## src/rtl/logic_unit_arbiter_if.sv

```systemverilog
// rtl/logic_unit_arbiter_if.sv - request/response bundle between two requesters and the shared logic unit
interface logic_unit_arbiter_if #(
   parameter int NrOfBits = 32
);
   logic                req0_valid;
   logic                req0_ready;
   logic [NrOfBits-1:0] req0_a;
   logic [NrOfBits-1:0] req0_b;
   logic [2:0]          req0_op;

   logic                req1_valid;
   logic                req1_ready;
   logic [NrOfBits-1:0] req1_a;
   logic [NrOfBits-1:0] req1_b;
   logic [2:0]          req1_op;

   logic                resp_valid;
   logic                resp_ready;
   logic                resp_id;
   logic [NrOfBits-1:0] resp_result;

   // requester/consumer side
   modport master (
      output req0_valid, req0_a, req0_b, req0_op,
      input  req0_ready,
      output req1_valid, req1_a, req1_b, req1_op,
      input  req1_ready,
      input  resp_valid, resp_id, resp_result,
      output resp_ready
   );

   // arbiter side
   modport slave (
      input  req0_valid, req0_a, req0_b, req0_op,
      output req0_ready,
      input  req1_valid, req1_a, req1_b, req1_op,
      output req1_ready,
      output resp_valid, resp_id, resp_result,
      input  resp_ready
   );
endinterface

```

## src/rtl/logic_unit_arbiter.sv

```systemverilog
// rtl/logic_unit_arbiter.sv - round-robin sharing of one masked NOR logic unit between two requesters
module logic_unit_arbiter #(
   parameter int NrOfBits = 32
) (
   input  logic                Clock,
   input  logic                Reset_n,
   logic_unit_arbiter_if.slave bus
);

   typedef enum logic [1:0] {
      IDLE = 2'd0,
      EXEC = 2'd1,
      RESP = 2'd2
   } state_t;

   state_t              state;
   state_t              next_state;
   logic                prio;
   logic                grant_id;
   logic                accept;
   logic [NrOfBits-1:0] a_q;
   logic [NrOfBits-1:0] b_q;
   logic [2:0]          op_q;
   logic                id_q;
   logic [NrOfBits-1:0] gate_out;

   // grant: a lone valid requester wins, a tie is broken by prio only
   always_comb begin
      grant_id = (bus.req0_valid & bus.req1_valid) ? prio : bus.req1_valid;
      accept   = (state == IDLE) & (bus.req0_valid | bus.req1_valid);
   end

   // bubble-masked NOR: op[0]/op[1] invert the inputs, op[2] inverts the output
   always_comb begin
      gate_out = {NrOfBits{op_q[2]}} ^
                 ~((a_q ^ {NrOfBits{op_q[0]}}) | (b_q ^ {NrOfBits{op_q[1]}}));
   end

   // state register
   always_ff @(posedge Clock or negedge Reset_n) begin
      if (!Reset_n) begin
         state <= IDLE;
      end else begin
         state <= next_state;
      end
   end

   // next-state: one transaction in flight, response held until consumed
   always_comb begin
      next_state = state;
      case (state)
         IDLE:    if (accept) next_state = EXEC;
         EXEC:    next_state = RESP;
         RESP:    if (bus.resp_ready) next_state = IDLE;
         default: next_state = IDLE;
      endcase
   end

   // handshake outputs: ready only for the granted requester while idle
   always_comb begin
      bus.req0_ready = 1'b0;
      bus.req1_ready = 1'b0;
      bus.resp_valid = 1'b0;
      if (state == IDLE) begin
         bus.req0_ready = bus.req0_valid & ~grant_id;
         bus.req1_ready = bus.req1_valid & grant_id;
      end
      if (state == RESP) begin
         bus.resp_valid = 1'b1;
      end
   end

   // operand capture from the granted requester on accept
   always_ff @(posedge Clock or negedge Reset_n) begin
      if (!Reset_n) begin
         a_q  <= '0;
         b_q  <= '0;
         op_q <= 3'b000;
         id_q <= 1'b0;
      end else if (accept) begin
         a_q  <= grant_id ? bus.req1_a  : bus.req0_a;
         b_q  <= grant_id ? bus.req1_b  : bus.req0_b;
         op_q <= grant_id ? bus.req1_op : bus.req0_op;
         id_q <= grant_id;
      end
   end

   // result register: loads only on the EXEC to RESP edge so it never follows request inputs
   always_ff @(posedge Clock or negedge Reset_n) begin
      if (!Reset_n) begin
         bus.resp_result <= '0;
         bus.resp_id     <= 1'b0;
      end else if (state == EXEC) begin
         bus.resp_result <= gate_out;
         bus.resp_id     <= id_q;
      end
   end

   // round-robin pointer: after a completed response the other requester wins ties
   always_ff @(posedge Clock or negedge Reset_n) begin
      if (!Reset_n) begin
         prio <= 1'b0;
      end else if ((state == RESP) && bus.resp_ready) begin
         prio <= ~bus.resp_id;
      end
   end

endmodule

```

## src/flat_wrapper.sv

```systemverilog
// flat-port wrapper written by rule: the top's interface ports become plain ports
module logic_unit_arbiter_flat 
#(
   parameter int NrOfBits = 32
)
  (Clock, Reset_n, bus_req0_valid, bus_req0_a, bus_req0_b, bus_req0_op, bus_req0_ready, bus_req1_valid, bus_req1_a, bus_req1_b, bus_req1_op, bus_req1_ready, bus_resp_valid, bus_resp_id, bus_resp_result, bus_resp_ready);
  logic_unit_arbiter_if #(.NrOfBits(NrOfBits)) bus_i ();
  input  logic Clock;
  input  logic Reset_n;
  input wire logic [$bits(bus_i.req0_valid)-1:0] bus_req0_valid;
  input wire logic [$bits(bus_i.req0_a)-1:0] bus_req0_a;
  input wire logic [$bits(bus_i.req0_b)-1:0] bus_req0_b;
  input wire logic [$bits(bus_i.req0_op)-1:0] bus_req0_op;
  output wire logic [$bits(bus_i.req0_ready)-1:0] bus_req0_ready;
  input wire logic [$bits(bus_i.req1_valid)-1:0] bus_req1_valid;
  input wire logic [$bits(bus_i.req1_a)-1:0] bus_req1_a;
  input wire logic [$bits(bus_i.req1_b)-1:0] bus_req1_b;
  input wire logic [$bits(bus_i.req1_op)-1:0] bus_req1_op;
  output wire logic [$bits(bus_i.req1_ready)-1:0] bus_req1_ready;
  output wire logic [$bits(bus_i.resp_valid)-1:0] bus_resp_valid;
  output wire logic [$bits(bus_i.resp_id)-1:0] bus_resp_id;
  output wire logic [$bits(bus_i.resp_result)-1:0] bus_resp_result;
  input wire logic [$bits(bus_i.resp_ready)-1:0] bus_resp_ready;
  assign bus_i.req0_valid = bus_req0_valid;
  assign bus_i.req0_a = bus_req0_a;
  assign bus_i.req0_b = bus_req0_b;
  assign bus_i.req0_op = bus_req0_op;
  assign bus_req0_ready = bus_i.req0_ready;
  assign bus_i.req1_valid = bus_req1_valid;
  assign bus_i.req1_a = bus_req1_a;
  assign bus_i.req1_b = bus_req1_b;
  assign bus_i.req1_op = bus_req1_op;
  assign bus_req1_ready = bus_i.req1_ready;
  assign bus_resp_valid = bus_i.resp_valid;
  assign bus_resp_id = bus_i.resp_id;
  assign bus_resp_result = bus_i.resp_result;
  assign bus_i.resp_ready = bus_resp_ready;
  logic_unit_arbiter #(.NrOfBits(NrOfBits)) u_core (.Clock(Clock), .Reset_n(Reset_n), .bus(bus_i));
endmodule
```

## config.mk

```make
export PLATFORM = sky130hd
export DESIGN_NAME = logic_unit_arbiter_flat
export DESIGN_NICKNAME = d
export VERILOG_FILES = /design/src/rtl/logic_unit_arbiter_if.sv /design/src/rtl/logic_unit_arbiter.sv /design/src/flat_wrapper.sv
export SDC_FILE = /design/constraint.sdc
export NUM_CORES = 1
export LEC_CHECK = 0
export BUFFER_PORTS_ARGS = -buffer_cell sky130_fd_sc_hd__buf_2
export CORE_MARGIN = 4
export CORE_UTILIZATION = 48
export CTS_BUF_LIST = sky130_fd_sc_hd__clkbuf_4 sky130_fd_sc_hd__clkbuf_8 sky130_fd_sc_hd__clkbuf_16
export DETAILED_ROUTE_END_ITERATION = 10
export PLACE_DENSITY = 0.78
export SYNTH_ARGS = -nofsm -noshare
export SYNTH_HDL_FRONTEND = slang
export SYNTH_SLANG_ARGS = --single-unit
```

## constraint.sdc

```tcl
create_clock -name Clock -period 1.6 [get_ports Clock]
set_input_delay 0.08 -clock Clock [delete_from_list [all_inputs] [get_ports Clock]]
set_output_delay 0.08 -clock Clock [all_outputs]
set_load 0.02 [all_outputs]
```

==> flow_metrics.env, run 1 <==
export IMPL_outcome="complete, no violations"
export IMPL_fmax_ghz=0.648
export IMPL_cts_root_buffer="clkbuf_16"
export IMPL_wl_um=19100
export IMPL_drt_first_pass_iters=5
export IMPL_r2r_setup_slack_ns=0.07
export IMPL_worst_slew_pin_slew_ns=1.08
export IMPL_avgSynthCellArea_um2=10.2
export IMPL_synthCells=589
export IMPL_vias=5742
export IMPL_grt_max_degree=69
export IMPL_ant_nets=0
export IMPL_place_congestion=0.871
export IMPL_cts_tree="yes"
export IMPL_worstPathArrival_ns=1.46
export IMPL_mappedNetlistArea_um2=6020
export IMPL_diodes=0
export IMPL_wl_per_cell_um=20.2
export IMPL_cap_violations=0
export IMPL_max_clock_path_buffers=2
export IMPL_crit_fanout=19
export IMPL_total_power_mw=16.8
export IMPL_synth_seq_cells=104
export IMPL_nets=910
export IMPL_drt_iter0_markers=522
export IMPL_start_kind="flip-flop"
export IMPL_h_tree_depth=3
export IMPL_numCtsBuffers=9
export IMPL_yosysWarnings=0
export IMPL_grt_pass1_vias=5786
export IMPL_ioPinCount=175
export IMPL_grt_pass1_wl_um=30100
export IMPL_start_util_pct=49.5
export IMPL_drive_above_1_share_pct=33.2
export IMPL_critPathKind="flip-flop to output port"
export IMPL_p_leak_nw=3.32
export IMPL_worstSkewPairLatency_ns=0.34
export IMPL_rsz0062_at_grt="true"
export IMPL_port_buffers=174
export IMPL_ys_types=28
export IMPL_final_util_pct=65.3
export IMPL_synth_nets=728
export IMPL_grt_ovfl_total=0
export IMPL_clk_pin_slew_ns=0.07
export IMPL_synthAdderAreaFrac_pct=0
export IMPL_max_slew_margin_pct=28.1
export IMPL_period_minus_slack_ns=1.54
export IMPL_dieWidth_um=120
export IMPL_die_area_um2=14400
export IMPL_power_density_nw_per_um2=2120
export IMPL_endpoint_kind="output port"
export IMPL_viasPerCell=6.08
export IMPL_finalHoldViolations=0
export IMPL_synth_compound_area_share_pct=31.5
export IMPL_antenna_found_initial=0
export IMPL_synth_seq_area_share_pct=43.2
export IMPL_final_common_cell="buf_2"
export IMPL_hold_ws_ns=0.00658
export IMPL_synth_top_family_by_area="compound AO/OA/AOI/OAI gates"
export IMPL_area_growth_syn_to_layout_pct=31.8
export IMPL_ir_worst_vdd_uv=1750
export IMPL_track_usage_pct=26.0
export IMPL_synth_simple_area_share_pct=10.4
export IMPL_synth_xor_area_share_pct=9.31
export IMPL_hp_class="input port to flip-flop"
export IMPL_finalMaxSlewViolations=0
export IMPL_setup_viol=0
export IMPL_fin_skew_ns=0.00696
export IMPL_drc=0
export IMPL_fp_coreArea_um2=12200
export IMPL_layout_worst_path_cycle_share_pct=96.5
export IMPL_dpl_hpwl_um=12400
export IMPL_die_h_um=120
export IMPL_synth_mux_area_fraction_pct=0.187
export IMPL_clock_sinks=104
export IMPL_final_cell_mix="buf_2, dfrtp_1, o21ai_0"
export IMPL_critical_path_required_ns=1.52
export IMPL_row_count=40
## final cells by class
class	instances	area, µm²
Tap cell	168	210
Multi-Input combinational cell	413	3120
Clock buffer	10	233
Sequential cell	104	2610
Inverter	2	7.51
Fill cell	959	4230
Timing Repair Buffer	241	1650
Clock inverter	6	108
## metrics by stage
| stage | area [µm²] | setup WS, ns | std cells | setup TNS, ns |
|---|---|---|---|---|
| 2_1_floorplan | 6020 | 0.132 | 589 | 0 |
| 3_3_place_gp | 7120 | -0.0196 | 889 | -0.354 |
| 3_5_place_dp | 7120 | -0.0778 | 889 | -3.43 |
| 4_1_cts | 7860 | -0.0192 | 938 | -0.0192 |
| 5_1_grt | 7940 | -0.00926 | 944 | -0.00926 |
| 6_report | 7940 | 0.0561 | 944 | 0 |
## Yosys cell counts, drive strengths merged
library cell  number  area share (%)
nand3             32             2.7
dfrtp            104              43
buf               29             2.8
xnor2             64             9.3
nor2               4            0.50
and3               1            0.10
a21boi            32             4.0
a2bb2oi           67              11
o21ai             71             5.9
nand2b             3            0.31
nor3b              1            0.21
nand3b            33             4.1
or2                1            0.10
inv                2            0.12
and3b              1            0.15
nand2             34             2.1
and2b              1            0.12
clkbuf            41             2.6
mux2               1            0.19
a311oi            67              11
## per-layer routing
metal,vias to the layer above,share of wire [%],GRT usage [%]
met2,302,49,43.0
met1,2814,40,34.0
met5,-,0,0
li1,2596,-,-
met3,30,8.8,6.13
met4,0,1.9,7.44
## final timing paths
check	from	to	cells after the start
min in group asynchronous	Reset_n	u_core.b_q[5]	2
min reg2reg	u_core.bus.resp_result[1]	u_core.bus.resp_result[1]	2
max reg2reg	u_core.state[0]	u_core.b_q[23]	5
max in group asynchronous	Reset_n	u_core.bus.resp_result[10]	3
max	u_core.state[0]	bus_req1_ready	4
min	bus_req0_b[20]	u_core.b_q[20]	3
## registers in the layout, summed over array words and instances, names as in the netlist
signal                  count
u_core.bus.resp_id          1
u_core.a_q                 32
u_core.bus.resp_result     32
u_core.state                2
u_core.b_q                 32
u_core.op_q                 3
u_core.prio                 1
u_core.id_q                 1
## power by group
| part | internal (mW) | switching [mW] | leakage [nW] | total [mW] |
|---|---|---|---|---|
| registers | 4.00 | 1.04 | 1.20 | 5.04 |
| logic | 4.46 | 4.79 | 1.95 | 9.24 |
| clock network | 1.54 | 0.977 | 0.166 | 2.52 |
| total | 9.99 | 6.81 | 3.32 | 16.8 |
## cell families after synthesis
family,count (synthesis)
simple gates,111
flops,104
mux,1
buf+inv,72
xor+xnor,64
compound gates,237
## worst max-delay path: stages (launching register included)
cell and delay (ns):
dfrtp_1 0.38, or2_4 0.30, buf_12 0.17, nor2_2 0.11, buf_4 0.15
## timing repair
| action | 4_1_cts | 5_1_grt |
|---|---|---|
| endpoints found under the setup margin | 2 | 41 |
| pin swaps | 0 | 1 |
| resized for setup | 6 | 5 |
| cloned | 2 | 1 |
| setup buffers | 0 | 4 |
| endpoints found under the hold margin | 60 | 1 |
| hold buffers | 31 | 1 |
No activity file was read; power rests on OpenSTA's default activity.
==> run 2: changes to the inputs <==
--- a/config.mk
+++ b/config.mk
@@ -7,10 +7,10 @@
 export LEC_CHECK = 0
 export BUFFER_PORTS_ARGS = -buffer_cell sky130_fd_sc_hd__buf_2
 export CORE_MARGIN = 4
-export CORE_UTILIZATION = 48
+export CORE_UTILIZATION = 53
 export CTS_BUF_LIST = sky130_fd_sc_hd__clkbuf_4 sky130_fd_sc_hd__clkbuf_8 sky130_fd_sc_hd__clkbuf_16
 export DETAILED_ROUTE_END_ITERATION = 10
-export PLACE_DENSITY = 0.78
+export PLACE_DENSITY = 0.81
 export SYNTH_ARGS = -nofsm -noshare
 export SYNTH_HDL_FRONTEND = slang
 export SYNTH_SLANG_ARGS = --single-unit
==> constraint.sdc (replaced) <==
create_clock -name Clock -period 1.51 [get_ports Clock]
set_input_delay 0.0755 -clock Clock [delete_from_list [all_inputs] [get_ports Clock]]
set_output_delay 0.0755 -clock Clock [all_outputs]
set_load 0.02 [all_outputs]
==> run 2 against run 1 <==
  * Clock skew is 0.0032 ns higher
  * Highest routed layer unchanged
  * Non-clock buffer count grew 22
  * Final area is 3.9% higher
  * Largest power group unchanged
==> flow_metrics.env, run 2 (same netlist as run 1, synthesis figures left out) <==
export IMPL_outcome="complete, no violations"
export IMPL_max_clock_path_buffers=2
export IMPL_drt_first_pass_iters=5
export IMPL_worstSkewPairLatency_ns=0.35
export IMPL_start_kind="flip-flop"
export IMPL_power_density_nw_per_um2=2240
export IMPL_drc=0
export IMPL_dpl_hpwl_um=12600
export IMPL_grt_pass1_vias=6052
export IMPL_crit_fanout=18
export IMPL_grt_max_degree=54
export IMPL_drt_iter0_markers=724
export IMPL_p_leak_nw=3.45
export IMPL_place_congestion=0.874
export IMPL_dieWidth_um=115
export IMPL_final_cell_mix="buf_2, dfrtp_1, o21ai_0"
export IMPL_cap_violations=0
export IMPL_reg_top3="u_core.a_q: 32 flops, u_core.b_q: 32 flops, u_core.bus.resp_result: 32 flops"
export IMPL_final_util_pct=75.1
export IMPL_h_tree_depth=3
export IMPL_worstPathArrival_ns=1.43
export IMPL_placed_area_um2=7210
export IMPL_drive_above_1_share_pct=34.8
export IMPL_final_common_cell="buf_2"
export IMPL_wl_um=20200
export IMPL_stdcell_area_um2=8250
export IMPL_antenna_found_initial=0
export IMPL_fp_coreArea_um2=11000
export IMPL_setup_viol=0
export IMPL_row_count=38
export IMPL_max_slew_margin_pct=70.2
export IMPL_place_ws_ns=-0.00273
export IMPL_endpoint_kind="output port"
export IMPL_finalHoldViolations=0
export IMPL_numCtsBuffers=9
export IMPL_cts_tree="yes"
export IMPL_vias=5873
export IMPL_die_h_um=115
export IMPL_clk_pin_slew_ns=0.07
export IMPL_viasPerCell=6.26
export IMPL_start_util_pct=54.8
export IMPL_critical_path_required_ns=1.43
export IMPL_fmax_ghz=0.663
export IMPL_ir_worst_vdd_uv=1240
export IMPL_track_usage_pct=30.3
export IMPL_diodes=0
export IMPL_ioPinCount=175
export IMPL_grt_pass1_wl_um=31100
export IMPL_hp_class="input port to flip-flop"
export IMPL_cts_root_buffer="clkbuf_16"
export IMPL_layout_worst_path_cycle_share_pct=99.8
export IMPL_area_growth_syn_to_layout_pct=37.0
export IMPL_ant_nets=0
export IMPL_rsz0062_at_grt="true"
export IMPL_period_minus_slack_ns=1.51
export IMPL_clock_sinks=104
export IMPL_grt_ovfl_total=0
export IMPL_wl_per_cell_um=21.6
export IMPL_nets=932
export IMPL_fin_skew_ns=0.0102
export IMPL_fin_ws_ns=0.00269
export IMPL_critPathKind="flip-flop to output port"
export IMPL_finalMaxSlewViolations=0
export IMPL_worst_slew_pin_slew_ns=0.446
export IMPL_die_area_um2=13100
export IMPL_total_power_mw=18.5
export IMPL_port_buffers=174
[run 2: critical path, stage by stage (launching register included)]
cell and delay (ns):
dfrtp_1 0.38, or2_4 0.30, buf_12 0.17, nor2_4 0.10, buf_6 0.12
[run 2: worst paths after layout]
| check | depth (start not counted) | start | slack (ns) | endpoint |
|---|---|---|---|---|
| min in group asynchronous | 2 | Reset_n | 0.20 | u_core.a_q[27] |
| setup / recovery | 4 | u_core.state[0] | 0.003 | bus_req1_ready |
| setup reg to reg | 4 | u_core.state[0] | 0.02 | u_core.b_q[18] |
| hold reg to reg | 1 | u_core.bus.resp_id | 0.49 | u_core.prio |
| max in group asynchronous | 3 | Reset_n | 0.70 | u_core.b_q[4] |
| hold / removal | 3 | bus_req0_b[8] | 0.006 | u_core.b_q[8] |
[run 2: layout make-up]
class	instances	area (µm²)
clock inverters	6	90.1
repair buffers	263	1930
fillers	728	2730
well taps	140	175
multi-input cells	413	3200
clock buffers	10	239
inverters	2	7.51
flip-flops and latches	104	2610
[run 2: stage by stage]
stage	TNS [ns]	hold WS, ns	instances
2_1_floorplan	0	-0.220	589
4_1_cts	-0.0226	0.000277	932
3_3_place_gp	0	0.0355	868
6_report	0	0.00585	938
5_1_grt	-0.235	0.00465	938
3_5_place_dp	-0.00273	0.0422	868
[run 2: metal layers]
layer / wire, µm / up-vias / global-route usage, %
met5: 0 / - / 0
met2: 10000 / 339 / 50.3
met4: 607 / 0 / 11.9
met1: 7820 / 2846 / 38.0
met3: 1740 / 58 / 7.45
li1: - / 2630 / -
[run 2: power by group]
| group | switching (mW) | leakage (nW) | total, mW | internal (mW) |
|---|---|---|---|---|
| logic | 5.39 | 2.09 | 10.5 | 5.12 |
| clock network | 1.10 | 0.159 | 2.60 | 1.51 |
| registers | 1.14 | 1.20 | 5.37 | 4.23 |
| total | 7.63 | 3.45 | 18.5 | 10.9 |
[run 2: what timing repair did]
item / CTS / global route
setup buffers: 2 / 4
hold buffers: 44 / 0
gates cloned: 2 / 2
pin swaps: 1 / 4
endpoints found under the hold margin: 70 / 0
setup endpoints to repair: 13 / 20
gates resized for setup: 10 / 15
